## config.mk

```make
export PLATFORM = sky130hd
export DESIGN_NAME = display_scheduler
export DESIGN_NICKNAME = d
export VERILOG_FILES = /design/src/rtl/display_scheduler.sv
export SDC_FILE = /design/constraint.sdc
export NUM_CORES = 1
export LEC_CHECK = 0
export ABC_CLOCK_PERIOD_IN_PS = 4000
export BUFFER_PORTS_ARGS = -buffer_cell sky130_fd_sc_hd__buf_2
export CORE_MARGIN = 2
export CORE_UTILIZATION = 54
export CTS_CLUSTER_DIAMETER = 200
export DETAILED_ROUTE_END_ITERATION = 10
export HOLD_SLACK_MARGIN = 0.15
export PLACE_DENSITY = 0.81
export SLEW_MARGIN = 20
export SYNTH_ARGS = -nofsm -noshare
export SYNTH_HDL_FRONTEND = slang
export SYNTH_SLANG_ARGS = --single-unit
```

## constraint.sdc

```tcl
create_clock -name clk_out -period 4 [get_ports clk_out]
set_input_delay 0.8 -clock clk_out [delete_from_list [all_inputs] [get_ports clk_out]]
set_output_delay 0.8 -clock clk_out [all_outputs]
set_load 0.03 [all_outputs]
```

## src/rtl/display_scheduler.sv

```systemverilog
// Display frame sequencer and value arbiter for the shared 8-digit LED display.
// Requesters capture values, win the display by priority and hold it for HOLD_FRAMES frames.
module display_scheduler #(
  parameter int N_REQ       = 3,
  parameter int HOLD_FRAMES = 16,
  parameter int SRC_W       = 2
) (
  input  logic                 clk_out,
  input  logic                 rst,
  input  logic [N_REQ-1:0]     req,
  input  logic [32*N_REQ-1:0]  val,
  output logic [N_REQ-1:0]     ack,
  input  logic [31:0]          idle_val,
  output logic [31:0]          disp_val,
  output logic [SRC_W-1:0]     disp_src,
  output logic                 cclr_neg,
  output logic                 blank,
  output logic [2:0]           digit_idx,
  output logic                 frame_done
);

  typedef enum logic [3:0] {
    ST_CLR   = 4'd0,
    ST_ARM   = 4'd1,
    ST_SCAN0 = 4'd2,
    ST_SCAN1 = 4'd3,
    ST_SCAN2 = 4'd4,
    ST_SCAN3 = 4'd5,
    ST_SCAN4 = 4'd6,
    ST_SCAN5 = 4'd7,
    ST_SCAN6 = 4'd8,
    ST_SCAN7 = 4'd9
  } frame_state_t;

  localparam logic [SRC_W-1:0] IDLE_SRC  = SRC_W'(N_REQ);
  localparam logic [7:0]       HOLD_INIT = 8'(HOLD_FRAMES);

  frame_state_t state_q, state_d;
  logic         cclr_neg_q, blank_q, frame_done_q;
  logic [2:0]   digit_idx_q;
  logic         cclr_neg_d, blank_d, frame_done_d;
  logic [2:0]   digit_idx_d;

  logic [31:0]      slot_q [N_REQ];
  logic [31:0]      slot_d [N_REQ];
  logic [N_REQ-1:0] pending_q, pending_d;
  logic [N_REQ-1:0] ack_q;
  logic [31:0]      disp_val_q, disp_val_d;
  logic [SRC_W-1:0] disp_src_q, disp_src_d;
  logic [7:0]       hold_cnt_q, hold_cnt_d;

  logic             owner_s, expired_s, found_s, grant_s;
  logic [7:0]       hold_m1_s;
  logic [SRC_W-1:0] j_s;
  logic [N_REQ-1:0] grant_mask_s;

  // Lowest-index set bit of the pending vector; MSB of the result is the "found" flag.
  function automatic logic [SRC_W:0] first_pending(input logic [N_REQ-1:0] p);
    logic             found;
    logic [SRC_W-1:0] idx;
    found = 1'b0;
    idx   = {SRC_W{1'b0}};
    for (int i = N_REQ - 1; i >= 0; i--) begin
      found = found | p[i];
      idx   = p[i] ? SRC_W'(i) : idx;
    end
    return {found, idx};
  endfunction

  // Frame sequence: CLR, ARM, then the eight scan slots.
  always_comb begin
    state_d = ST_CLR;
    case (state_q)
      ST_CLR:   state_d = ST_ARM;
      ST_ARM:   state_d = ST_SCAN0;
      ST_SCAN0: state_d = ST_SCAN1;
      ST_SCAN1: state_d = ST_SCAN2;
      ST_SCAN2: state_d = ST_SCAN3;
      ST_SCAN3: state_d = ST_SCAN4;
      ST_SCAN4: state_d = ST_SCAN5;
      ST_SCAN5: state_d = ST_SCAN6;
      ST_SCAN6: state_d = ST_SCAN7;
      ST_SCAN7: state_d = ST_CLR;
      default:  state_d = ST_CLR;
    endcase
  end

  // Output decode of the upcoming state so the display strobes come straight from flops.
  always_comb begin
    cclr_neg_d   = 1'b1;
    blank_d      = 1'b0;
    digit_idx_d  = 3'd0;
    frame_done_d = 1'b0;
    case (state_d)
      ST_CLR: begin
        cclr_neg_d = 1'b0;
        blank_d    = 1'b1;
      end
      ST_ARM:   blank_d = 1'b1;
      ST_SCAN0: digit_idx_d = 3'd0;
      ST_SCAN1: digit_idx_d = 3'd1;
      ST_SCAN2: digit_idx_d = 3'd2;
      ST_SCAN3: digit_idx_d = 3'd3;
      ST_SCAN4: digit_idx_d = 3'd4;
      ST_SCAN5: digit_idx_d = 3'd5;
      ST_SCAN6: digit_idx_d = 3'd6;
      ST_SCAN7: begin
        digit_idx_d  = 3'd7;
        frame_done_d = 1'b1;
      end
      default: begin
        cclr_neg_d = 1'b0;
        blank_d    = 1'b1;
      end
    endcase
  end

  // Frame FSM and its registered display strobes.
  always_ff @(posedge clk_out) begin
    if (rst) begin
      state_q      <= ST_CLR;
      cclr_neg_q   <= 1'b0;
      blank_q      <= 1'b1;
      digit_idx_q  <= 3'd0;
      frame_done_q <= 1'b0;
    end else begin
      state_q      <= state_d;
      cclr_neg_q   <= cclr_neg_d;
      blank_q      <= blank_d;
      digit_idx_q  <= digit_idx_d;
      frame_done_q <= frame_done_d;
    end
  end

  // Once-per-frame arbitration; the owner's remaining hold is judged after this frame's decrement.
  always_comb begin
    owner_s   = (disp_src_q != IDLE_SRC);
    hold_m1_s = hold_cnt_q - 8'd1;
    expired_s = owner_s && (hold_m1_s == 8'd0);
    {found_s, j_s} = first_pending(pending_q);
    grant_s    = 1'b0;
    disp_val_d = disp_val_q;
    disp_src_d = disp_src_q;
    hold_cnt_d = hold_cnt_q;
    if (state_q == ST_SCAN7) begin
      if (found_s && (!owner_s || (j_s <= disp_src_q) || expired_s)) begin
        grant_s    = 1'b1;
        disp_val_d = slot_q[j_s];
        disp_src_d = j_s;
        hold_cnt_d = HOLD_INIT;
      end else if (owner_s && !expired_s) begin
        hold_cnt_d = hold_m1_s;
      end else begin
        disp_src_d = IDLE_SRC;
        disp_val_d = idle_val;
        hold_cnt_d = 8'd0;
      end
    end else begin
      hold_cnt_d = hold_cnt_q;
    end
  end

  // A capture in the grant cycle re-arms pending, so the new value is shown at a later frame.
  always_comb begin
    for (int i = 0; i < N_REQ; i++) begin
      grant_mask_s[i] = grant_s && (j_s == SRC_W'(i));
      pending_d[i]    = (pending_q[i] && !grant_mask_s[i]) || req[i];
      slot_d[i]       = req[i] ? val[32*i +: 32] : slot_q[i];
    end
  end

  // Request capture, acknowledge and display ownership registers.
  always_ff @(posedge clk_out) begin
    if (rst) begin
      for (int i = 0; i < N_REQ; i++) begin
        slot_q[i] <= 32'd0;
      end
      pending_q  <= {N_REQ{1'b0}};
      ack_q      <= {N_REQ{1'b0}};
      disp_val_q <= 32'd0;
      disp_src_q <= IDLE_SRC;
      hold_cnt_q <= 8'd0;
    end else begin
      for (int i = 0; i < N_REQ; i++) begin
        slot_q[i] <= slot_d[i];
      end
      pending_q  <= pending_d;
      ack_q      <= req;
      disp_val_q <= disp_val_d;
      disp_src_q <= disp_src_d;
      hold_cnt_q <= hold_cnt_d;
    end
  end

  assign ack        = ack_q;
  assign disp_val   = disp_val_q;
  assign disp_src   = disp_src_q;
  assign cclr_neg   = cclr_neg_q;
  assign blank      = blank_q;
  assign digit_idx  = digit_idx_q;
  assign frame_done = frame_done_q;

endmodule

```

==> results by group, run 1 <==
Clocking
  – TritonCTS sink count: 158
  – Clock Path Buffers: 2
  – Clock root cell: clkbuf_16
  – Post-CTS setup buffers: 0
  – H-tree depth: 4
  – Clock Latency Late Sink: 0.43 ns
  – CTS Buf Count: 17
  – Post-CTS sizing: 0
  – Hold-fix buffers, CTS: 0
  – Clk slew on worst S/H paths: 0.06 ns
  – TritonCTS clock tree: yes

Drt
  – Detailed Route WL: 18.0 mm
  – Vias per cell: 5.91
  – Via count: 5,729
  – Avg WL per Cell: 18.5 µm
  – First-pass iteration count of the detailed router: 5
  – Initial drt markers: 560
  – Residual DRC: 0
  – Remaining antenna violation count after routing: 0

Floorplanning
  – Initial Util: 0.548
  – I/O pin cnt: 176
  – Core area: 0.0131 mm²
  – Die height: 119 µm
  – Site Rows: 42
  – Die width: 119 µm
  – Die area: 0.0143 mm²

Outcome
  – Status: complete, no violations

Global route
  – Pin count of the biggest net entering global routing: 97
  – Initial antenna violation count: 0
  – Gr ovfl total: 0
  – GRT Util Overall: 0.256
  – First-pass GRT wire length: 28.2 mm
  – Vias in the first global route: 5,505

Pwr
  – Static Leak: 3.44 nW
  – Internal: 0.00301 W
  – Net Switching: 0.000889 W
  – Comb pwr share: 0.108
  – Reg power frac: 0.491
  – Tot Pwr: 0.00390 W
  – Power Dens Cells: 446 mW/mm²
  – Worst VDD drop: 333 µV
  – Clock power frac: 0.401
  – Sw frac: 0.228

Logic synthesis
  – Synth async-reset ratio: 0
  – Synth Flop Type: edfxtp_1
  – Mean Syn Cell Area: 11.3 µm²
  – Synth top area cells: edfxtp_1 (40%), dfxtp_1 (17%), and2_1 (8.4%)
  – Synth Net Count: 775
  – Warnings, synthesis: 0
  – Post-Synthesis Cells: 635
  – Synth cell types: 54
  – Share of the synthesized area in the top cell type: 0.400
  – Yosys reg bits: 158
  – Number of flops mapped to enable cells by yosys: 96
  – Yosys top cell by area: edfxtp_1
  – Synthesized cell area: 0.00720 mm²
  – Seq/Total Area, Yosys: 0.573

STA
  – Rel. slew slack: 0.277
  – Fin Hold WS: 0.513 ns
  – Max Fclk: 0.323 GHz
  – Max Slew Vio Count: 0
  – Crit path time final: 3.10 ns
  – Setup TNS: 0 ns
  – Final setup viols: 0
  – RSZ-0062 raised after global routing: false
  – Clock Skew: 0.0120 ns
  – Worst slew pin tran: 1.08 ns
  – Final hold vios: 0
  – Tcrit/Tclk final: 0.774

Critical path
  – CP Class: register to register
  – Flop2flop setup slack: 0.90 ns
  – Worst setup SP type: register
  – CP required: 4.29 ns
  – Crit-path cells: inv_1 -> ha_1 -> or3b_1 -> o31ai_2 -> nand3_1 -> a21oi_2 -> buf_4 -> a311oi_1
  – Worst Path Max Fanout: 22
  – Crit. End Element: register
  – CP delay by family, top: compound AO/OA/AOI/OAI gates
  – Crit-path max cell delay: 0.56 ns
  – WP buf/inv: 2
  – CP Data Arrival Time: 3.39 ns
  – CP max stage cell: a21oi_2

Cells and area
  – Area growth syn-to-layout: 21.3%
  – Core Util, Final: 0.665
  – Final #Nets: 921
  – Antenna diodes: 0
  – Fin cells: 970
  – Layout cell share with drive strength beyond 1: 0.291
  – Layout fillers: 1,003

Flow run
  – Max Cap Viol: 0

Place
  – DP HPWL: 12.2 mm
  – Port-buffer cells: 175
  – Gpl congestion: 0.991
  – Dpl cells: 938

Worst hold path
  – HP Class: register to register
-- registers in the layout (all words and copies together) (netlist names), 2 cells and up --
signal	count
hold_cnt_q	8
disp_src	2
pending_q	3
disp_val	32
digit_idx	3
ack	3
state_d	4
state_q	4
slot_q	96
-- synth_stat cells, drive strengths merged, types with 16 or more instances --
master,n
nor2,16
o2111ai,32
a311oi,32
and2,97
nand2b,36
buf,16
dfxtp,62
clkbuf,45
edfxtp,96
a211oi,36
o22ai,32
o21ai,36
-- cells in the final DEF, fill, tap and decap left out, types with 2 or more instances in the layout --
| cell type | n |
|---|---|
| buf_2 | 175 |
| and2_1 | 97 |
| edfxtp_1 | 96 |
| dfxtp_1 | 62 |
| nand2b_1 | 36 |
| a211oi_1 | 36 |
| o21ai_0 | 33 |
| o22ai_1 | 32 |
| o2111ai_1 | 32 |
| a311oi_1 | 32 |
| clkbuf_16 | 17 |
| nor2_1 | 15 |
| nand2_1 | 13 |
| buf_4 | 12 |
| inv_1 | 11 |
| nor2b_1 | 10 |
| a21oi_1 | 7 |
| ha_1 | 7 |
| nor3_1 | 6 |
| clkbuf_8 | 6 |
| xor2_1 | 3 |
| nand3_1 | 3 |
| o21ai_1 | 3 |
| o21a_1 | 3 |
| clkbuf_2 | 3 |
| clkinv_2 | 3 |
| or2_2 | 2 |
| nor4_1 | 2 |
| o211ai_1 | 2 |
| a31o_1 | 2 |
| nand4_1 | 2 |
-- stage by stage --
step / worst slack (ns) / cell area, µm²
floorplan: 1.22 / 7200
global placement: 1.09 / 8150
detailed placement: 0.963 / 8150
CTS: 0.920 / 8730
global route: 0.652 / 8730
finish: 0.903 / 8730
-- worst paths after layout --
kind                              startpoint                          to  depth (start not counted)
hold reg to reg   hold_cnt_q[0]$_SDFFE_PP0N_  hold_cnt_q[0]$_SDFFE_PP0N_                          2
setup / recovery  hold_cnt_q[0]$_SDFFE_PP0N_   disp_val[30]$_SDFFE_PP0P_                          8
hold / removal    hold_cnt_q[0]$_SDFFE_PP0N_  hold_cnt_q[0]$_SDFFE_PP0N_                          2
setup reg to reg  hold_cnt_q[0]$_SDFFE_PP0N_   disp_val[30]$_SDFFE_PP0P_                          8
-- cell type report --
cell class / instances / area, µm² / share of cell area
inverters: 11 / 41.3 / 0.00473
multi-input cells: 405 / 2780 / 0.318
flip-flops and latches: 158 / 4120 / 0.472
clock buffers: 27 / 527 / 0.0603
well taps: 176 / 220 / 0.0252
repair buffers: 188 / 986 / 0.113
clock inverters: 5 / 52.6 / 0.00602
-- layer usage --
layer  part of all wire  global-route usage  vias up
met5                  0                   0        -
met2               0.47               0.397      286
met1               0.42               0.335     2697
li1                   -                   -     2700
met4              0.032               0.122        0
met3              0.077              0.0690       46
-- cell families after synthesis --
group | synth area share
AO/OA/AOI/OAI | 0.196
XOR/XNOR | 0.00487
AND/OR/NAND/NOR | 0.168
buffers and inverters | 0.0448
adder cells (fa/ha/maj) | 0.0122
multiplexers | 0.00139
flip-flops | 0.573
-- power by group through the flow --
stage / combinational (W) / sequential (W) / clock (W)
after global placement: 0.000407 / 0.00194 / 0
after global routing: 0.000463 / 0.00192 / 0.00163
after CTS: 0.000419 / 0.00191 / 0.00158
after detailed placement: 0.000416 / 0.00194 / 0
final: 0.000421 / 0.00191 / 0.00156
after floorplan: 0.000255 / 0.00194 / 0
-- worst register-to-register path, cell delays in order (launching register included) --
cell      delay, ns
dfxtp_1        0.35
inv_1          0.09
ha_1           0.22
or3b_1         0.46
o31ai_2        0.42
nand3_1        0.29
a21oi_2        0.57
buf_4          0.41
a311oi_1       0.16
Note: power is estimated with default switching activity, not from simulation.
==> run 2: changes to the inputs <==
--- a/config.mk
+++ b/config.mk
@@ -5,7 +5,7 @@
 export SDC_FILE = /design/constraint.sdc
 export NUM_CORES = 1
 export LEC_CHECK = 0
-export ABC_CLOCK_PERIOD_IN_PS = 4000
+export ABC_CLOCK_PERIOD_IN_PS = 3000
 export BUFFER_PORTS_ARGS = -buffer_cell sky130_fd_sc_hd__buf_2
 export CORE_MARGIN = 2
 export CORE_UTILIZATION = 54
==> constraint.sdc (replaced) <==
create_clock -name clk_out -period 3 [get_ports clk_out]
set_input_delay 0.6 -clock clk_out [delete_from_list [all_inputs] [get_ports clk_out]]
set_output_delay 0.6 -clock clk_out [all_outputs]
set_load 0.03 [all_outputs]
==> run 2 against run 1 <==
Against the previous run: sequential share of layout area fell by 0.24 points; critical path type unchanged; clock skew decreased by 0.0063 ns; core utilization is 0.34 points higher; die area did not move; first-iteration DRC count is 24% lower; hold slack got worse by 0.063 ns; combinational power up 34%; sequential cell count unchanged; largest power group unchanged; power is 33% higher.
==> results by group, run 2 (synthesis gave the netlist of run 1 again) <==
Clocking
  – Hold-fix buffers, CTS: 0 (unchanged)
  – Clock Latency Late Sink: 0.42 ns (was 0.43 ns)
  – TritonCTS sink count: 158 (unchanged)
  – H-tree depth: 4 (unchanged)
  – Post-CTS setup buffers: 0 (unchanged)
  – TritonCTS clock tree: yes (unchanged)
  – Post-CTS sizing: 0 (unchanged)
  – Clk slew on worst S/H paths: 0.06 ns (about the same)
  – CTS Buf Count: 17 (unchanged)
  – Clock root cell: clkbuf_16 (unchanged)
  – Clock Path Buffers: 2 (unchanged)

Global route
  – Initial antenna violation count: 4 (was 0)
  – Vias in the first global route: 5,768 (was 5,505)
  – GRT Util Overall: 0.261 (was 0.256)
  – First-pass GRT wire length: 28.7 mm (was 28.2 mm)
  – Pin count of the biggest net entering global routing: 97 (unchanged)
  – Gr ovfl total: 0 (unchanged)

Pwr
  – Clock power frac: 0.398 (was 0.401)
  – Static Leak: 3.46 nW (was 3.44 nW)
  – Power Dens Cells: 590 mW/mm² (was 446 mW/mm²)
  – Reg power frac: 0.492 (was 0.491)
  – Worst VDD drop: 457 µV (was 333 µV)
  – Comb pwr share: 0.109 (was 0.108)
  – Net Switching: 0.00117 W (was 0.000889 W)
  – Tot Pwr: 0.00517 W (was 0.00390 W)
  – Sw frac: 0.227 (was 0.228)
  – Internal: 0.00400 W (was 0.00301 W)

Cells and area
  – Area growth syn-to-layout: 21.9% (was 21.3%)
  – Final Cell Area: 0.00878 mm² (was 0.00873 mm²)
  – Most frequent cells in the layout: buf_2 (175), and2_1 (97), edfxtp_1 (96) (unchanged)
  – Layout cell share with drive strength beyond 1: 0.288 (was 0.291)
  – Area of the multi-input gates: 0.00278 mm² (about the same)
  – Sequential standard cell area: 0.00412 mm² (unchanged)
  – Biggest register: slot_q (unchanged)
  – Most common cell after layout, fill and taps aside: buf_2 (unchanged)
  – Final #Nets: 925 (was 921)
  – Layout fillers: 988 (was 1,003)
  – Max FFs per register: 96 (unchanged)

STA
  – Crit path time final: 2.66 ns (was 3.10 ns)
  – Final hold vios: 0 (unchanged)
  – Max Fclk: 0.376 GHz (was 0.323 GHz)
  – Tcrit/Tclk final: 0.885 (was 0.774)
  – Rel. slew slack: 0.449 (was 0.277)
  – Worst slew pin tran: 0.827 ns (was 1.08 ns)
  – Max Slew Vio Count: 0 (unchanged)
  – Clock Skew: 0.00570 ns (was 0.0120 ns)
  – RSZ-0062 raised after global routing: false (unchanged)
  – Setup TNS: 0 ns (unchanged)
  – Final setup viols: 0 (unchanged)

Drt
  – Residual DRC: 0 (unchanged)
  – Vias per cell: 5.90 (was 5.91)
  – Initial drt markers: 423 (was 560)
  – First-pass iteration count of the detailed router: 5 (unchanged)
  – Remaining antenna violation count after routing: 0 (unchanged)
  – Detailed Route WL: 18.3 mm (was 18.0 mm)
  – Avg WL per Cell: 18.7 µm (was 18.5 µm)
  – Via count: 5,773 (was 5,729)

Critical path
  – CP Class: register to register (unchanged)
  – Crit-path max cell delay: 0.57 ns (was 0.56 ns)
  – Worst setup SP type: register (unchanged)
  – CP delay by family, top: compound AO/OA/AOI/OAI gates (unchanged)
  – CP required: 3.31 ns (was 4.29 ns)
  – WP buf/inv: 1 (was 2)
  – CP max stage cell: a21oi_1 (was a21oi_2)
  – CP Data Arrival Time: 2.97 ns (was 3.39 ns)
  – Crit. End Element: register (unchanged)
  – Worst Path Max Fanout: 20 (was 22)
  – Crit-path cells: nand2b_1 -> nor2_1 -> ha_1 -> nor2b_1 -> o21ai_0 -> a21oi_1 -> a21oi_2 -> buf_4 -> a311oi_1 (was inv_1 -> ha_1 -> or3b_1 -> o31ai_2 -> nand3_1 -> a21oi_2 -> buf_4 -> a311oi_1)

Floorplanning
  – Site Rows: 42 (unchanged)
  – Die area: 0.0143 mm² (unchanged)
  – Die height: 119 µm (unchanged)
  – Die width: 119 µm (unchanged)
  – Initial Util: 0.548 (unchanged)
  – I/O pin cnt: 176 (unchanged)
  – Core area: 0.0131 mm² (unchanged)

Place
  – DP HPWL: 12.5 mm (was 12.2 mm)
  – Dpl cell area: 0.00819 mm² (was 0.00815 mm²)
  – Port-buffer cells: 175 (unchanged)
  – Gpl congestion: 0.907 (was 0.991)

Flow run
  – Max Cap Viol: 0 (unchanged)

Outcome
  – Status: complete, no violations (unchanged)

Worst hold path
  – HP Class: input pin to register (was register to register)
## run 2: changes by cell type in the layout (fill, tap and decap cells not counted)
cell,change
or3_2,+1
or3_4,-1
clkbuf_16,+1
clkinv_1,+2
buf_12,+1
clkbuf_2,-3
clkbuf_8,-2
clkbuf_1,+3
buf_4,+3
clkinv_2,-1
diode_2,+4
## run 2: power groups by stage
stage          Sequential (W)  Clock [W]  Combinational [W]
2_1_floorplan         0.00259          0           0.000340
3_3_place_gp          0.00258          0           0.000544
3_5_place_dp          0.00259          0           0.000560
4_1_cts               0.00255    0.00208           0.000565
5_1_grt               0.00256    0.00217           0.000623
6_report              0.00255    0.00206           0.000566
## run 2: through the flow
step	setup slack, ns	hold WS (ns)	std cells	util
after global placement	0.542	0.484	942	0.623
final	0.344	0.450	978	0.668
after detailed placement	0.399	0.492	942	0.623
after floorplan	0.219	0.469	635	-
after global routing	0.120	0.448	978	0.668
after CTS	0.347	0.434	974	0.667
## run 2: worst paths after layout
| kind | start | to | slack [ns] | cells past startpoint |
|---|---|---|---|---|
| max | pending_q[1]$_SDFF_PP0_ | disp_val[7]$_SDFFE_PP0P_ | 0.34 | 9 |
| min | val[82] | slot_q[2][18]$_SDFFCE_PP0P_ | 0.45 | 2 |
| max reg2reg | pending_q[1]$_SDFF_PP0_ | disp_val[7]$_SDFFE_PP0P_ | 0.34 | 9 |
| min reg2reg | hold_cnt_q[3]$_SDFFE_PP0N_ | hold_cnt_q[3]$_SDFFE_PP0N_ | 0.50 | 2 |
## run 2: final cells by class
| type | instances | share of cell area |
|---|---|---|
| clock buffers | 26 | 0.0593 |
| inverters | 11 | 0.00470 |
| well taps | 176 | 0.0251 |
| multi-input cells | 405 | 0.316 |
| repair buffers | 192 | 0.117 |
| clock inverters | 6 | 0.00627 |
| flip-flops and latches | 158 | 0.470 |
| diodes | 4 | 0.00114 |
## run 2: worst reg2reg max path: cells and delay by family (launching register included)
family                     cells  cell delay (ns)
adders and majority gates      1             0.30
and+or+nand+nor                3             0.43
buffers and inverters          1             0.24
AOI/OAI and AO/OA              4             1.14
DFF                            1             0.47
## run 2: per-layer routing
| metal | vias to the layer above | track usage | part of all wire |
|---|---|---|---|
| met4 | 0 | 0.145 | 0.038 |
| li1 | 2717 | - | - |
| met1 | 2722 | 0.332 | 0.41 |
| met5 | - | 0 | 0 |
| met3 | 49 | 0.0527 | 0.073 |
| met2 | 285 | 0.419 | 0.47 |
==> run 3: changes to the inputs <==
--- a/config.mk
+++ b/config.mk
@@ -8,11 +8,11 @@
 export ABC_CLOCK_PERIOD_IN_PS = 3000
 export BUFFER_PORTS_ARGS = -buffer_cell sky130_fd_sc_hd__buf_2
 export CORE_MARGIN = 2
-export CORE_UTILIZATION = 54
+export CORE_UTILIZATION = 50
 export CTS_CLUSTER_DIAMETER = 200
 export DETAILED_ROUTE_END_ITERATION = 10
 export HOLD_SLACK_MARGIN = 0.15
-export PLACE_DENSITY = 0.81
+export PLACE_DENSITY = 0.75
 export SLEW_MARGIN = 20
 export SYNTH_ARGS = -nofsm -noshare
 export SYNTH_HDL_FRONTEND = slang
==> run 3 against run 2 <==
Against the previous run: first-iteration DRC count is 52% higher; sequential cell count is the same; clock-buffer cell count grew 2; fmax is 1.3% lower; sequential power barely moved.
==> results by group, run 3 (synthesis gave the netlist of run 1 again) <==
Cells and area
  – Fin cells: 980 (was 978)
  – Final #Nets: 927 (was 925)
  – Most common cell after layout, fill and taps aside: buf_2 (unchanged)
  – Most frequent cells in the layout: buf_2 (175), and2_1 (97), edfxtp_1 (96) (unchanged)
  – Antenna diodes: 0 (was 4)
  – Layout fillers: 1,123 (was 988)
  – Area growth syn-to-layout: 22.4% (was 21.9%)
  – Layout cell share with drive strength beyond 1: 0.294 (was 0.288)
  – Max FFs per register: 96 (unchanged)
  – Biggest register: slot_q (unchanged)

Critical path
  – Crit. End Element: register (unchanged)
  – CP Class: register to register (unchanged)
  – CP Data Arrival Time: 2.97 ns (about the same)
  – Flop2flop setup slack: 0.31 ns (was 0.34 ns)
  – R2r endpoint: disp_val[5]$_SDFFE_PP0P_ (was disp_val[7]$_SDFFE_PP0P_)
  – CP required: 3.28 ns (was 3.31 ns)
  – Worst Path Max Fanout: 25 (was 20)
  – Worst setup SP type: register (unchanged)
  – Worst r2r path cells: 8 (was 9)
  – Worst R2R Start: hold_cnt_q[0]$_SDFFE_PP0N_ (was pending_q[1]$_SDFF_PP0_)

STA
  – Worst slew pin tran: 0.770 ns (was 0.827 ns)
  – Final hold vios: 0 (unchanged)
  – Tcrit/Tclk final: 0.897 (was 0.885)
  – Max Slew Vio Count: 0 (unchanged)
  – Final setup viols: 0 (unchanged)
  – Max Fclk: 0.372 GHz (was 0.376 GHz)
  – Clock Skew: 0.00521 ns (was 0.00570 ns)
  – Rel. slew slack: 0.482 (was 0.449)
  – RSZ-0062 raised after global routing: false (unchanged)
  – Setup TNS: 0 ns (unchanged)
  – Crit path time final: 2.69 ns (was 2.66 ns)

Global route
  – Pin count of the biggest net entering global routing: 97 (unchanged)
  – Vias in the first global route: 5,418 (was 5,768)
  – First-pass GRT wire length: 28.7 mm (about the same)
  – Initial antenna violation count: 1 (was 4)
  – Busiest grt layer: met1 (was met2)
  – Gr ovfl total: 0 (unchanged)
  – GRT met1 Usage: 0.368 (was 0.332)
  – Met3 usage: 0.0545 (was 0.0527)
  – GRT Util Overall: 0.248 (was 0.261)
  – GR Util met2: 0.366 (was 0.419)

Worst hold path
  – Worst Hold Launch: val[4] (was val[82])
  – Hold EP: slot_q[0][4]$_SDFFCE_PP0P_ (was slot_q[2][18]$_SDFFCE_PP0P_)
  – WHS Path Cells: 2 (unchanged)
  – HP Class: input pin to register (unchanged)

Floorplanning
  – Core area: 0.0140 mm² (was 0.0131 mm²)
  – Die width: 124 µm (was 119 µm)
  – I/O pin cnt: 176 (unchanged)
  – Die area: 0.0154 mm² (was 0.0143 mm²)
  – Initial Util: 0.515 (was 0.548)
  – Site Rows: 43 (was 42)
  – Die height: 124 µm (was 119 µm)

Clocking
  – Clock Path Buffers: 2 (unchanged)
  – Clock Latency Late Sink: 0.42 ns (about the same)
  – H-tree depth: 4 (unchanged)
  – TritonCTS clock tree: yes (unchanged)
  – CTS Buf Count: 17 (unchanged)
  – Post-CTS setup buffers: 0 (unchanged)
  – TritonCTS sink count: 158 (unchanged)
  – Clk slew on worst S/H paths: 0.06 ns (about the same)
  – Post-CTS sizing: 0 (unchanged)
  – Hold-fix buffers, CTS: 0 (unchanged)
  – Clock root cell: clkbuf_16 (unchanged)

Pwr
  – Power Dens Cells: 603 mW/mm² (was 590 mW/mm²)
  – Worst VDD drop: 470 µV (was 457 µV)
  – Static Leak: 3.49 nW (was 3.46 nW)

Drt
  – Detailed Route WL: 18.4 mm (was 18.3 mm)
  – Avg WL per Cell: 18.8 µm (was 18.7 µm)
  – Vias per cell: 5.84 (was 5.90)
  – First-pass iteration count of the detailed router: 5 (unchanged)
  – Residual DRC: 0 (unchanged)
  – Via count: 5,721 (was 5,773)
  – Initial drt markers: 645 (was 423)
  – Remaining antenna violation count after routing: 0 (unchanged)

Place
  – Dpl cells: 948 (was 942)
  – Port-buffer cells: 175 (unchanged)
  – DP HPWL: 12.8 mm (was 12.5 mm)
  – Gpl congestion: 0.828 (was 0.907)

Flow run
  – Max Cap Viol: 0 (unchanged)

Outcome
  – Status: complete, no violations (unchanged)
==> run 3: changes by cell type in the layout (fill, tap and decap cells not counted), sizes merged <==
cell,delta
diode,-4
clkinv,-3
buf,+2
clkbuf,+2
bufinv,+1
clkinvlp,-1
inv,+1
==> run 3: stage by stage <==
stage,instance area (µm²),power (W),hold slack (ns),worst slack (ns),utilization
final,8810,0.00532,0.446,0.309,0.630
after global routing,8810,0.00550,0.443,0.175,0.630
after CTS,8810,0.00533,0.436,0.368,0.630
after detailed placement,8200,0.00315,0.498,0.404,0.586
after global placement,8200,0.00314,0.489,0.522,0.586
after floorplan,7200,0.00293,0.469,0.219,-
==> run 3: routing by layer <==
metal,part of all wire,vias up
met2,0.46,276
met5,0.00071,-
met3,0.079,25
met1,0.44,2706
met4,0.015,2
li1,-,2712
==> run 3: worst max-delay path by stage <==
stage	slack (ns)	end	startpoint	depth (start not counted)
global route	0.17	disp_val[5]$_SDFFE_PP0P_	pending_q[1]$_SDFF_PP0_	9
global placement	0.52	disp_val[24]$_SDFFE_PP0P_	hold_cnt_q[0]$_SDFFE_PP0N_	8
CTS	0.37	disp_val[5]$_SDFFE_PP0P_	hold_cnt_q[0]$_SDFFE_PP0N_	8
finish	0.31	disp_val[5]$_SDFFE_PP0P_	hold_cnt_q[0]$_SDFFE_PP0N_	8
floorplan	0.22	disp_val[13]$_SDFFE_PP0P_	pending_q[1]$_SDFF_PP0_	12
detailed placement	0.40	disp_val[2]$_SDFFE_PP0P_	hold_cnt_q[0]$_SDFFE_PP0N_	8
==> run 3: worst max-delay path, stage by stage, from the launching register on <==
cell	delay (ns)
dfxtp_1	0.35
inv_1	0.11
ha_1	0.22
or3b_1	0.46
o31ai_2	0.41
nand3_1	0.30
a21oi_2	0.21
buf_4	0.32
a311oi_1	0.15
==> run 3: final cells by class <==
cell class | instances | area [µm²] | area share
clock buffer | 28 | 543 | 0.0616
multi-input combinational | 405 | 2780 | 0.315
inverter | 11 | 41.3 | 0.00469
clock inverter | 4 | 71.3 | 0.00809
tap | 180 | 225 | 0.0256
timing repair buffer | 194 | 1030 | 0.117
sequential | 158 | 4120 | 0.468
==> run 3: power by group <==
group	switching [W]	internal [W]
Sequential	0.0000598	0.00249
Clock	0.000800	0.00140
Combinational	0.000327	0.000241
Total	0.00119	0.00413
